**config.mk**
```make
export PLATFORM = sky130hd
export DESIGN_NAME = lfsr_range_sampler
export DESIGN_NICKNAME = d
export VERILOG_FILES = /design/src/rtl/lfsr_pkg.sv /design/src/rtl/lfsr_sampler_fifo.sv /design/src/rtl/lfsr_range_sampler.sv
export SDC_FILE = /design/constraint.sdc
export NUM_CORES = 1
export LEC_CHECK = 0
export BUFFER_PORTS_ARGS = -buffer_cell sky130_fd_sc_hd__buf_2
export CORE_MARGIN = 4
export CORE_UTILIZATION = 60
export CTS_CLUSTER_DIAMETER = 30
export DETAILED_ROUTE_END_ITERATION = 12
export PLACE_DENSITY = 0.78
export SETUP_SLACK_MARGIN = 0.4
export SLEW_MARGIN = 20
export SYNTH_ARGS = -nofsm -noshare
export SYNTH_HDL_FRONTEND = slang
export SYNTH_SLANG_ARGS = --single-unit
```
**constraint.sdc**
```tcl
create_clock -name clk_i -period 4.51 [get_ports clk_i]
set_clock_uncertainty 0.2 [all_clocks]
set_input_delay 0.451 -clock clk_i [delete_from_list [all_inputs] [get_ports clk_i]]
set_output_delay 0.451 -clock clk_i [all_outputs]
set_load 0.005 [all_outputs]
```
**src/rtl/lfsr_pkg.sv**
```systemverilog
// Shared types and helpers for the LFSR range sampler.
// The mask helper turns an exclusive bound into the smallest all-ones mask covering it.
package lfsr_pkg;

    localparam int LFSR_W = 32;

    typedef enum logic [1:0] {
        IDLE  = 2'd0,
        FLUSH = 2'd1,
        RUN   = 2'd2
    } sampler_state_e;

    // Smallest 2^k-1 that is >= limit-1, clipped to the sample width; limit 0 or 1 gives 0.
    function automatic logic [15:0] range_mask(input logic [15:0] limit, input int width);
        logic [15:0] need;
        logic [15:0] m;
        need = (limit == 16'd0) ? 16'd0 : (limit - 16'd1);
        m    = 16'd0;
        for (int i = 0; i < 16; i++) begin
            if (m < need) begin
                m = {m[14:0], 1'b1};
            end
        end
        for (int i = 0; i < 16; i++) begin
            if (i >= width) begin
                m[i] = 1'b0;
            end
        end
        return m;
    endfunction

endpackage

```
**src/rtl/lfsr_sampler_fifo.sv**
```systemverilog
// Small synchronous FIFO buffering accepted samples; the head is read straight from storage.
// Flush empties it in one cycle and takes priority over push and pop.
module lfsr_sampler_fifo
    import lfsr_pkg::*;
#(
    parameter int WIDTH = 8,
    parameter int DEPTH = 4
) (
    input  logic                     clk_i,
    input  logic                     reset_i,
    input  logic                     push_i,
    input  logic [WIDTH-1:0]         data_i,
    input  logic                     pop_i,
    input  logic                     flush_i,
    output logic [WIDTH-1:0]         data_o,
    output logic                     full_o,
    output logic                     empty_o,
    output logic [$clog2(DEPTH):0]   count_o
);

    localparam int AW    = $clog2(DEPTH);
    localparam int CNT_W = AW + 1;

    logic [WIDTH-1:0] mem_q [DEPTH];
    logic [AW-1:0]    rd_q;
    logic [AW-1:0]    wr_q;
    logic [CNT_W-1:0] cnt_q;
    logic             do_push;
    logic             do_pop;

    assign empty_o = (cnt_q == '0);
    assign full_o  = (cnt_q == CNT_W'(DEPTH));
    assign count_o = cnt_q;
    assign do_push = push_i && !full_o && !flush_i;
    assign do_pop  = pop_i && !empty_o && !flush_i;

    // Empty reads as zero so the output is clean straight out of reset.
    assign data_o  = empty_o ? '0 : mem_q[rd_q];

    always_ff @(posedge clk_i or posedge reset_i) begin
        if (reset_i) begin
            rd_q  <= '0;
            wr_q  <= '0;
            cnt_q <= '0;
        end else if (flush_i) begin
            rd_q  <= '0;
            wr_q  <= '0;
            cnt_q <= '0;
        end else begin
            if (do_push) begin
                wr_q <= wr_q + 1'b1;
            end
            if (do_pop) begin
                rd_q <= rd_q + 1'b1;
            end
            case ({do_push, do_pop})
                2'b10:   cnt_q <= cnt_q + 1'b1;
                2'b01:   cnt_q <= cnt_q - 1'b1;
                default: cnt_q <= cnt_q;
            endcase
        end
    end

    always_ff @(posedge clk_i) begin
        if (do_push) begin
            mem_q[wr_q] <= data_i;
        end
    end

endmodule

```
**src/rtl/lfsr_range_sampler.sv**
```systemverilog
// Mask-and-reject sampler turning LFSR states into uniform integers in [0, limit), buffered in a FIFO.
// Optional reject statistics are built when LFSR_SAMPLER_STATS_EN is defined.
module lfsr_range_sampler
    import lfsr_pkg::*;
#(
    parameter int OUT_W      = 8,
    parameter int FIFO_DEPTH = 4
) (
    input  logic              clk_i,
    input  logic              reset_i,
    input  logic [LFSR_W-1:0] lfsr_state_i,
    input  logic              enable_i,
    input  logic [OUT_W-1:0]  limit_i,
    output logic [OUT_W-1:0]  rand_o,
    output logic              valid_o,
    input  logic              ready_i,
    output logic [15:0]       reject_cnt_o
);

    localparam int CNT_W = $clog2(FIFO_DEPTH) + 1;

    sampler_state_e   state_q;
    logic [OUT_W-1:0] limit_q;
    logic [OUT_W-1:0] mask_q;
    logic [OUT_W-1:0] mask_d;
    logic [15:0]      mask_full;
    logic [OUT_W-1:0] cand;
    logic [CNT_W-1:0] fifo_cnt;
    logic             fifo_empty;
    logic             fifo_full;
    logic             limit_nz;
    logic             limit_same;
    logic             run_ok;
    logic             take;
    logic             in_range;
    logic             push;
    logic             pop;
    logic             flush;
    logic             unused_ok;

    assign mask_full  = range_mask(16'(limit_i), OUT_W);
    assign mask_d     = mask_full[OUT_W-1:0];
    assign cand       = lfsr_state_i[OUT_W-1:0] & mask_q;

    assign limit_nz   = (limit_i != '0);
    assign limit_same = (limit_i == limit_q);
    assign run_ok     = (state_q == RUN) && enable_i && limit_nz && limit_same;

    // Space is judged on the registered count, so a same-cycle pop never frees a slot.
    assign take       = run_ok && (fifo_cnt < CNT_W'(FIFO_DEPTH));
    assign in_range   = (cand < limit_q);
    assign push       = take && in_range;
    assign pop        = ready_i && !fifo_empty;

    // Clear on the edge entering FLUSH so valid_o is already low during the FLUSH cycle.
    assign flush = (state_q == FLUSH)
                || ((state_q == IDLE) && enable_i && limit_nz)
                || ((state_q == RUN)  && enable_i && limit_nz && !limit_same);

    assign valid_o = !fifo_empty;

    lfsr_sampler_fifo #(
        .WIDTH (OUT_W),
        .DEPTH (FIFO_DEPTH)
    ) u_fifo (
        .clk_i   (clk_i),
        .reset_i (reset_i),
        .push_i  (push),
        .data_i  (cand),
        .pop_i   (pop),
        .flush_i (flush),
        .data_o  (rand_o),
        .full_o  (fifo_full),
        .empty_o (fifo_empty),
        .count_o (fifo_cnt)
    );

    always_ff @(posedge clk_i or posedge reset_i) begin
        if (reset_i) begin
            state_q <= IDLE;
            limit_q <= '0;
            mask_q  <= '0;
        end else begin
            case (state_q)
                IDLE: begin
                    if (enable_i && limit_nz) begin
                        state_q <= FLUSH;
                    end
                end
                FLUSH: begin
                    limit_q <= limit_i;
                    mask_q  <= mask_d;
                    state_q <= RUN;
                end
                RUN: begin
                    if (!enable_i || !limit_nz) begin
                        state_q <= IDLE;
                    end else if (!limit_same) begin
                        state_q <= FLUSH;
                    end
                end
                default: state_q <= IDLE;
            endcase
        end
    end

`ifdef LFSR_SAMPLER_STATS_EN
    logic        reject;
    logic [15:0] rej_q;

    // Only a candidate actually examined and out of range counts; a full FIFO skips the examination.
    assign reject = take && !in_range;

    always_ff @(posedge clk_i or posedge reset_i) begin
        if (reset_i) begin
            rej_q <= '0;
        end else if (state_q == FLUSH) begin
            rej_q <= '0;
        end else if (reject && (rej_q != 16'hFFFF)) begin
            rej_q <= rej_q + 16'd1;
        end
    end

    assign reject_cnt_o = rej_q;
`else
    assign reject_cnt_o = '0;
`endif

    assign unused_ok = ^{lfsr_state_i, mask_full, fifo_full};

endmodule

```
==> metrics.txt, run 1 <==
run status aborted with a tool error; last stage reached global routing (5_1_grt); first error message [ERROR GRT-0116] Global routing finished with congestion. Check the congestion regions in the DRC Viewer.; post-synthesis async set-or-reset flop share 0.439; number of synthesized flops with an enable pin 32; per-instance average area after synthesis 8.45 sq um; dominant cell by count in the synthesized netlist ha_1; number of global-route vias before repair 13320; first-pass GRT wire length 81000 um; top post-synthesis cells by count ha_1, nand2_1, nor2_1, o21ai_0, a21oi_1; fraction of post-synthesis cell area in the top cell type by area 0.174; Setup Slack @ Placement -19.14 ns; number of distinct standard cells referenced by the synthesized netlist 100; hold buffers post-CTS 0; number of warnings reported in the yosys synthesis log 0; post-synthesis instance area 0.00768 sq mm; die extent in y 121 um; Chip Width 121 um; pin count of the biggest net entering global routing 28; Top-Level Pins 69; global placement routability congestion 0.996; total routing resource utilization after global routing 0.725; number of buffers inserted by port buffering 28; HPWL reported at the end of detailed placement 21500 um; synthesized netlist cell count 908; flip-flop and latch count after synthesis 57; overall overflow remaining after global route 29; number of buffers on the longest clock path 2; synth top area cells ha_1, edfxtp_1, dfrtp_1; dominant synthesized flop cell edfxtp_1; count of H-tree levels built during CTS 3; cell taking the most area after synthesis ha_1; initial core utilization 0.611; row count 41; Root Buffer clkbuf_16; sequential share of the synthesized area 0.207; clock sink count 57; clock buffer count from CTS 9
layer usage:
metal	overflow	global-route usage
met1	0	0.724
met2	15	0.906
met3	1	0.559
met4	13	0.722
met5	0	0.143
cells by family after synthesis:
group,count (synthesis),synth area share
muxes,27,0.0522
and+or+nand+nor,299,0.200
adders and majority gates,108,0.177
DFF,57,0.207
other,1,0.000489
xor gates and xnor gates,22,0.0261
AOI/OAI and AO/OA,295,0.277
buffers and inverters,99,0.0603
what timing repair did:
item | in CTS
setup buffers | 134
setup endpoints to repair | 8
pin swaps | 64
gates resized for setup | 107
gates cloned | 2
through the flow:
stage | instances | util | setup TNS [ns] | area [sq um] | hold WS, ns
floorplan | 923 | - | -149.03 | 8280 | 0.241
global placement | 1357 | 0.827 | -144.20 | 10400 | 0.260
CTS | 1509 | 0.969 | -140.68 | 12200 | 0.203
detailed placement | 1357 | 0.827 | -151.85 | 10400 | 0.275
==> run 2: changes to the inputs <==
--- a/config.mk
+++ b/config.mk
@@ -7,11 +7,9 @@
 export LEC_CHECK = 0
 export BUFFER_PORTS_ARGS = -buffer_cell sky130_fd_sc_hd__buf_2
 export CORE_MARGIN = 4
-export CORE_UTILIZATION = 60
-export CTS_CLUSTER_DIAMETER = 30
+export CORE_UTILIZATION = 40
 export DETAILED_ROUTE_END_ITERATION = 12
-export PLACE_DENSITY = 0.78
-export SETUP_SLACK_MARGIN = 0.4
+export PLACE_DENSITY_LB_ADDON = 0.15
 export SLEW_MARGIN = 20
 export SYNTH_ARGS = -nofsm -noshare
 export SYNTH_HDL_FRONTEND = slang
==> metrics.txt, run 2 <==
highest cell delay on the worst timing path 0.53 ns; Slew headroom 0.365; dominant synthesized flop cell edfxtp_1; Hold/Removal Path Class in -> async; pin count of the biggest net entering global routing 28; initial core utilization 0.409; number of buffers on the longest clock path 2; biggest regs u_fifo.mem_q: 32 flops, limit_q: 8 flops, mask_q: 8 flops; number of antenna violations at the first check in global routing 0; synthesized netlist cell count 908; number of synthesized flops with an enable pin 32; first-pass GRT wire length 41200 um; worst r2r dst u_fifo.count_o[2]; Critical Path Slowest Stage Cell or4_4; classification of the worst setup path in -> reg; number of slew-limit violations in the final report 0; RSZ-0062 raised after global routing yes; reg-to-reg critical path startpoint mask_q[1]; violations in the final reports negative setup slack; number of cells in the design after placement 1416; most common cell after layout, fill and taps aside buf_4; period utilization 4.92; HPWL reported at the end of detailed placement 19700 um; total routing resource utilization after global routing 0.233; clock sink count 57; core region area 0.0188 sq mm; flip-flop and latch count after synthesis 57; Routed Wire Length 25900 um; WL per Instance 17.3 um; required time at the worst-slack endpoint 4.57 ns; average vias per placed instance 5.59; number of cells on the worst reg-to-reg path 15; total via count in the routed design 8403; count of maximum capacitance violations 0; row count 50; number of distinct standard cells referenced by the synthesized netlist 100; data arrival at the endpoint of the critical path 22.27 ns; antenna violation net count after detailed routing 0; die extent in y 147 um; number of setup violations in the final report 8; clock latency on the worst-skew pair 0.33 ns; synth top area cells ha_1, edfxtp_1, dfrtp_1; fraction of final layout cells with drive strength greater than 1 0.484; critical path startpoint category input pin; start point of the critical path limit_i[1]; dominant cell type by count on the critical path o21a_1; endpoint type of the worst setup path flip-flop; count of endpoints failing hold in the final timing report 0; global placement routability congestion 0.910; Worst Tran Pin Value 0.951 ns; CTS tree yes; Achievable Freq 45.0 MHz; cell taking the most area after synthesis ha_1; post-synthesis instance area 0.00768 sq mm; run status complete, but fails checks; most frequent cells in the layout buf_4, ha_1, nand2_1; critical path endpoint mask_q[4]; fin worst setup slack -17.69 ns; Chip Width 147 um; die area 0.0215 sq mm; dominant cell by count in the synthesized netlist ha_1; area growth from synthesis to final layout 56.1%; Min Clock Period, post-route 22.20 ns; fraction of post-synthesis cell area in the top cell type by area 0.174; number of buffers inserted by port buffering 28; Top-Level Pins 69; number of global-route vias before repair 8111; top post-synthesis cells by count ha_1, nand2_1, nor2_1, o21ai_0, a21oi_1; drt first pass iters 5; Root Buffer clkbuf_16; n_diodes 0; flip-flop count of the largest register after layout 32; clock buffer count from CTS 9; number of warnings reported in the yosys synthesis log 0; register with the most flip-flops u_fifo.mem_q; per-instance average area after synthesis 8.45 sq um; total number of nets in the final design 1415; post-synthesis async set-or-reset flop share 0.439; count of H-tree levels built during CTS 3; drt first-iter violations 464; largest fanout on the critical path 7; sequential share of the synthesized area 0.207; Clk pin slew, worst setup/hold paths 0.05 ns; Post-Layout Cell Count 1502; Residual DRC 0; register-to-register setup slack 0.80 ns; overall overflow remaining after global route 0
## run 2: critical path, delay by kind of cell
kind / cells / cell delay, ns
AOI/OAI and AO/OA: 75 / 12.62
adders and majority gates: 14 / 3.46
buffers and inverters: 13 / 1.65
xor gates and xnor gates: 2 / 0.41
and+or+nand+nor: 24 / 3.64
## run 2: area by class of cell
cell class	instances	area, sq um
clock buffers	9	225
clock inverters	7	101
fillers	1554	6790
inverters	43	169
multi-input cells	768	6690
flip-flops and latches	57	1590
well taps	234	293
repair buffers	384	2910
## run 2: metal layers
| layer | up-vias | GRT usage | part of all wire |
|---|---|---|---|
| li1 | 4119 | - | - |
| met1 | 4009 | 0.318 | 0.46 |
| met2 | 233 | 0.395 | 0.48 |
| met3 | 42 | 0.0233 | 0.042 |
| met4 | 0 | 0.0611 | 0.022 |
| met5 | - | 0 | 0 |
## run 2: worst min path at each step
stage | end | slack, ns | start
6_report | u_fifo.rd_q[0] | 0.13 | reset_i
5_1_grt | u_fifo.rd_q[0] | 0.23 | reset_i
4_1_cts | u_fifo.rd_q[0] | 0.18 | reset_i
3_5_place_dp | mask_q[4] | 0.27 | mask_q[4]
3_3_place_gp | mask_q[4] | 0.27 | mask_q[4]
2_1_floorplan | mask_q[4] | 0.24 | mask_q[4]
## run 2: per-stage QoR
step	cell area (sq um)	setup TNS [ns]	utilization	worst slack, ns	hold slack (ns)
after detailed placement	10500	-147.41	0.557	-18.58	0.272
after global routing	12000	-150.19	0.638	-18.87	0.230
after CTS	11300	-139.44	0.604	-17.55	0.177
after floorplan	8280	-149.03	-	-18.83	0.241
after global placement	10500	-146.03	0.557	-18.42	0.266
final	12000	-140.49	0.638	-17.69	0.135
## run 2: what timing repair did
item	CTS	global route
hold buffers	0	0
gates resized for setup	53	83
hold endpoints to repair	0	0
setup endpoints to repair	8	8
cloned	0	1
pin swaps	45	82
buffers inserted	41	28
## run 2: logic make-up after synthesis
logic type,synth area share
DFF,0.207
muxes,0.0522
xor gates and xnor gates,0.0261
AOI/OAI and AO/OA,0.277
adders and majority gates,0.177
other,0.000489
buffers and inverters,0.0603
and+or+nand+nor,0.200
Power of run 2 is left out: the tool's default activity adds up to more than one toggle a clock period on the data nets, which glitch-free logic cannot reach.
==> run 3: changes to the inputs <==
--- a/config.mk
+++ b/config.mk
@@ -7,8 +7,9 @@
 export LEC_CHECK = 0
 export BUFFER_PORTS_ARGS = -buffer_cell sky130_fd_sc_hd__buf_2
 export CORE_MARGIN = 4
-export CORE_UTILIZATION = 40
+export CORE_UTILIZATION = 56
 export DETAILED_ROUTE_END_ITERATION = 12
+export HOLD_SLACK_MARGIN = 0.08
 export PLACE_DENSITY_LB_ADDON = 0.15
 export SLEW_MARGIN = 20
 export SYNTH_ARGS = -nofsm -noshare
==> constraint.sdc (replaced) <==
create_clock -name clk_i -period 18.5 [get_ports clk_i]
set_clock_uncertainty 0.2 [all_clocks]
set_input_delay 1.85 -clock clk_i [delete_from_list [all_inputs] [get_ports clk_i]]
set_output_delay 1.85 -clock clk_i [all_outputs]
set_load 0.005 [all_outputs]
==> metrics.txt, run 3 <==
run status aborted with a tool error; last stage reached global routing (5_1_grt); first error message [ERROR DPL-0038] Utilization greater than 100%, impossible to legalize; pin category terminating the worst setup path after the last repair register data pin; Setup Slack @ Placement -6.43 ns; clock buffer count from CTS 9; HPWL reported at the end of detailed placement 21000 um; adder and majority cell fraction of the synthesized area 0.177; Root Buffer clkbuf_16; initial core utilization 0.575; standard cell area after detailed placement 0.0104 sq mm; simple-gate area share of the yosys netlist 0.200; sequential share of the synthesized area 0.207; flip-flop and latch count after synthesis 57; die extent in y 125 um; dominant combinational cell family by area after synthesis compound AO/OA/AOI/OAI gates; count of H-tree levels built during CTS 3; pin count of the biggest net entering global routing 29; clock sink count 57; per-instance average area after synthesis 8.45 sq um; post-synthesis instance area 0.00768 sq mm; synth top area cells ha_1, edfxtp_1, dfrtp_1; Top-Level Pins 69; number of distinct standard cells referenced by the synthesized netlist 100; row count 42; post-synthesis async set-or-reset flop share 0.439; number of buffers inserted by port buffering 28; synthesized netlist cell count 908; global placement routability congestion 1.08; dominant cell by count in the synthesized netlist ha_1; number of buffers on the longest clock path 2; number of warnings reported in the yosys synthesis log 0; top post-synthesis cells by count ha_1, nand2_1, nor2_1, o21ai_0, a21oi_1; fraction of post-synthesis cell area in the top cell type by area 0.174; share of cell area taken by muxes after synthesis 0.0522; Chip Width 125 um; number of cells in the design after placement 1363; cell taking the most area after synthesis ha_1; worst_ep grt mask_q[1]$_DFFE_PP0N_/D; number of synthesized flops with an enable pin 32; complex-gate fraction of the synthesized area 0.277; post-synthesis share of cell area spent on xor and xnor gates 0.0261; dominant synthesized flop cell edfxtp_1
[run 3: cell counts after synthesis]
Identical to the previous run, type by type.
[run 3: kinds of logic after synthesis]
group,Yosys count
other cells,1
compound gates,295
mux,27
fa+ha+maj,108
buf+inv,99
xor+xnor,22
simple gates,299
flops,57
[run 3: per-stage QoR]
step	util	hold slack, ns
CTS	0.933	0.293
detailed placement	0.780	0.283
global placement	0.780	0.265
floorplan	-	0.241
[run 3: repair_timing]
item / 4_1_cts
hold buffers: 0
buffers inserted: 161
endpoints found under the setup margin: 8
gates cloned: 1
pin swaps: 73
gates resized for setup: 118
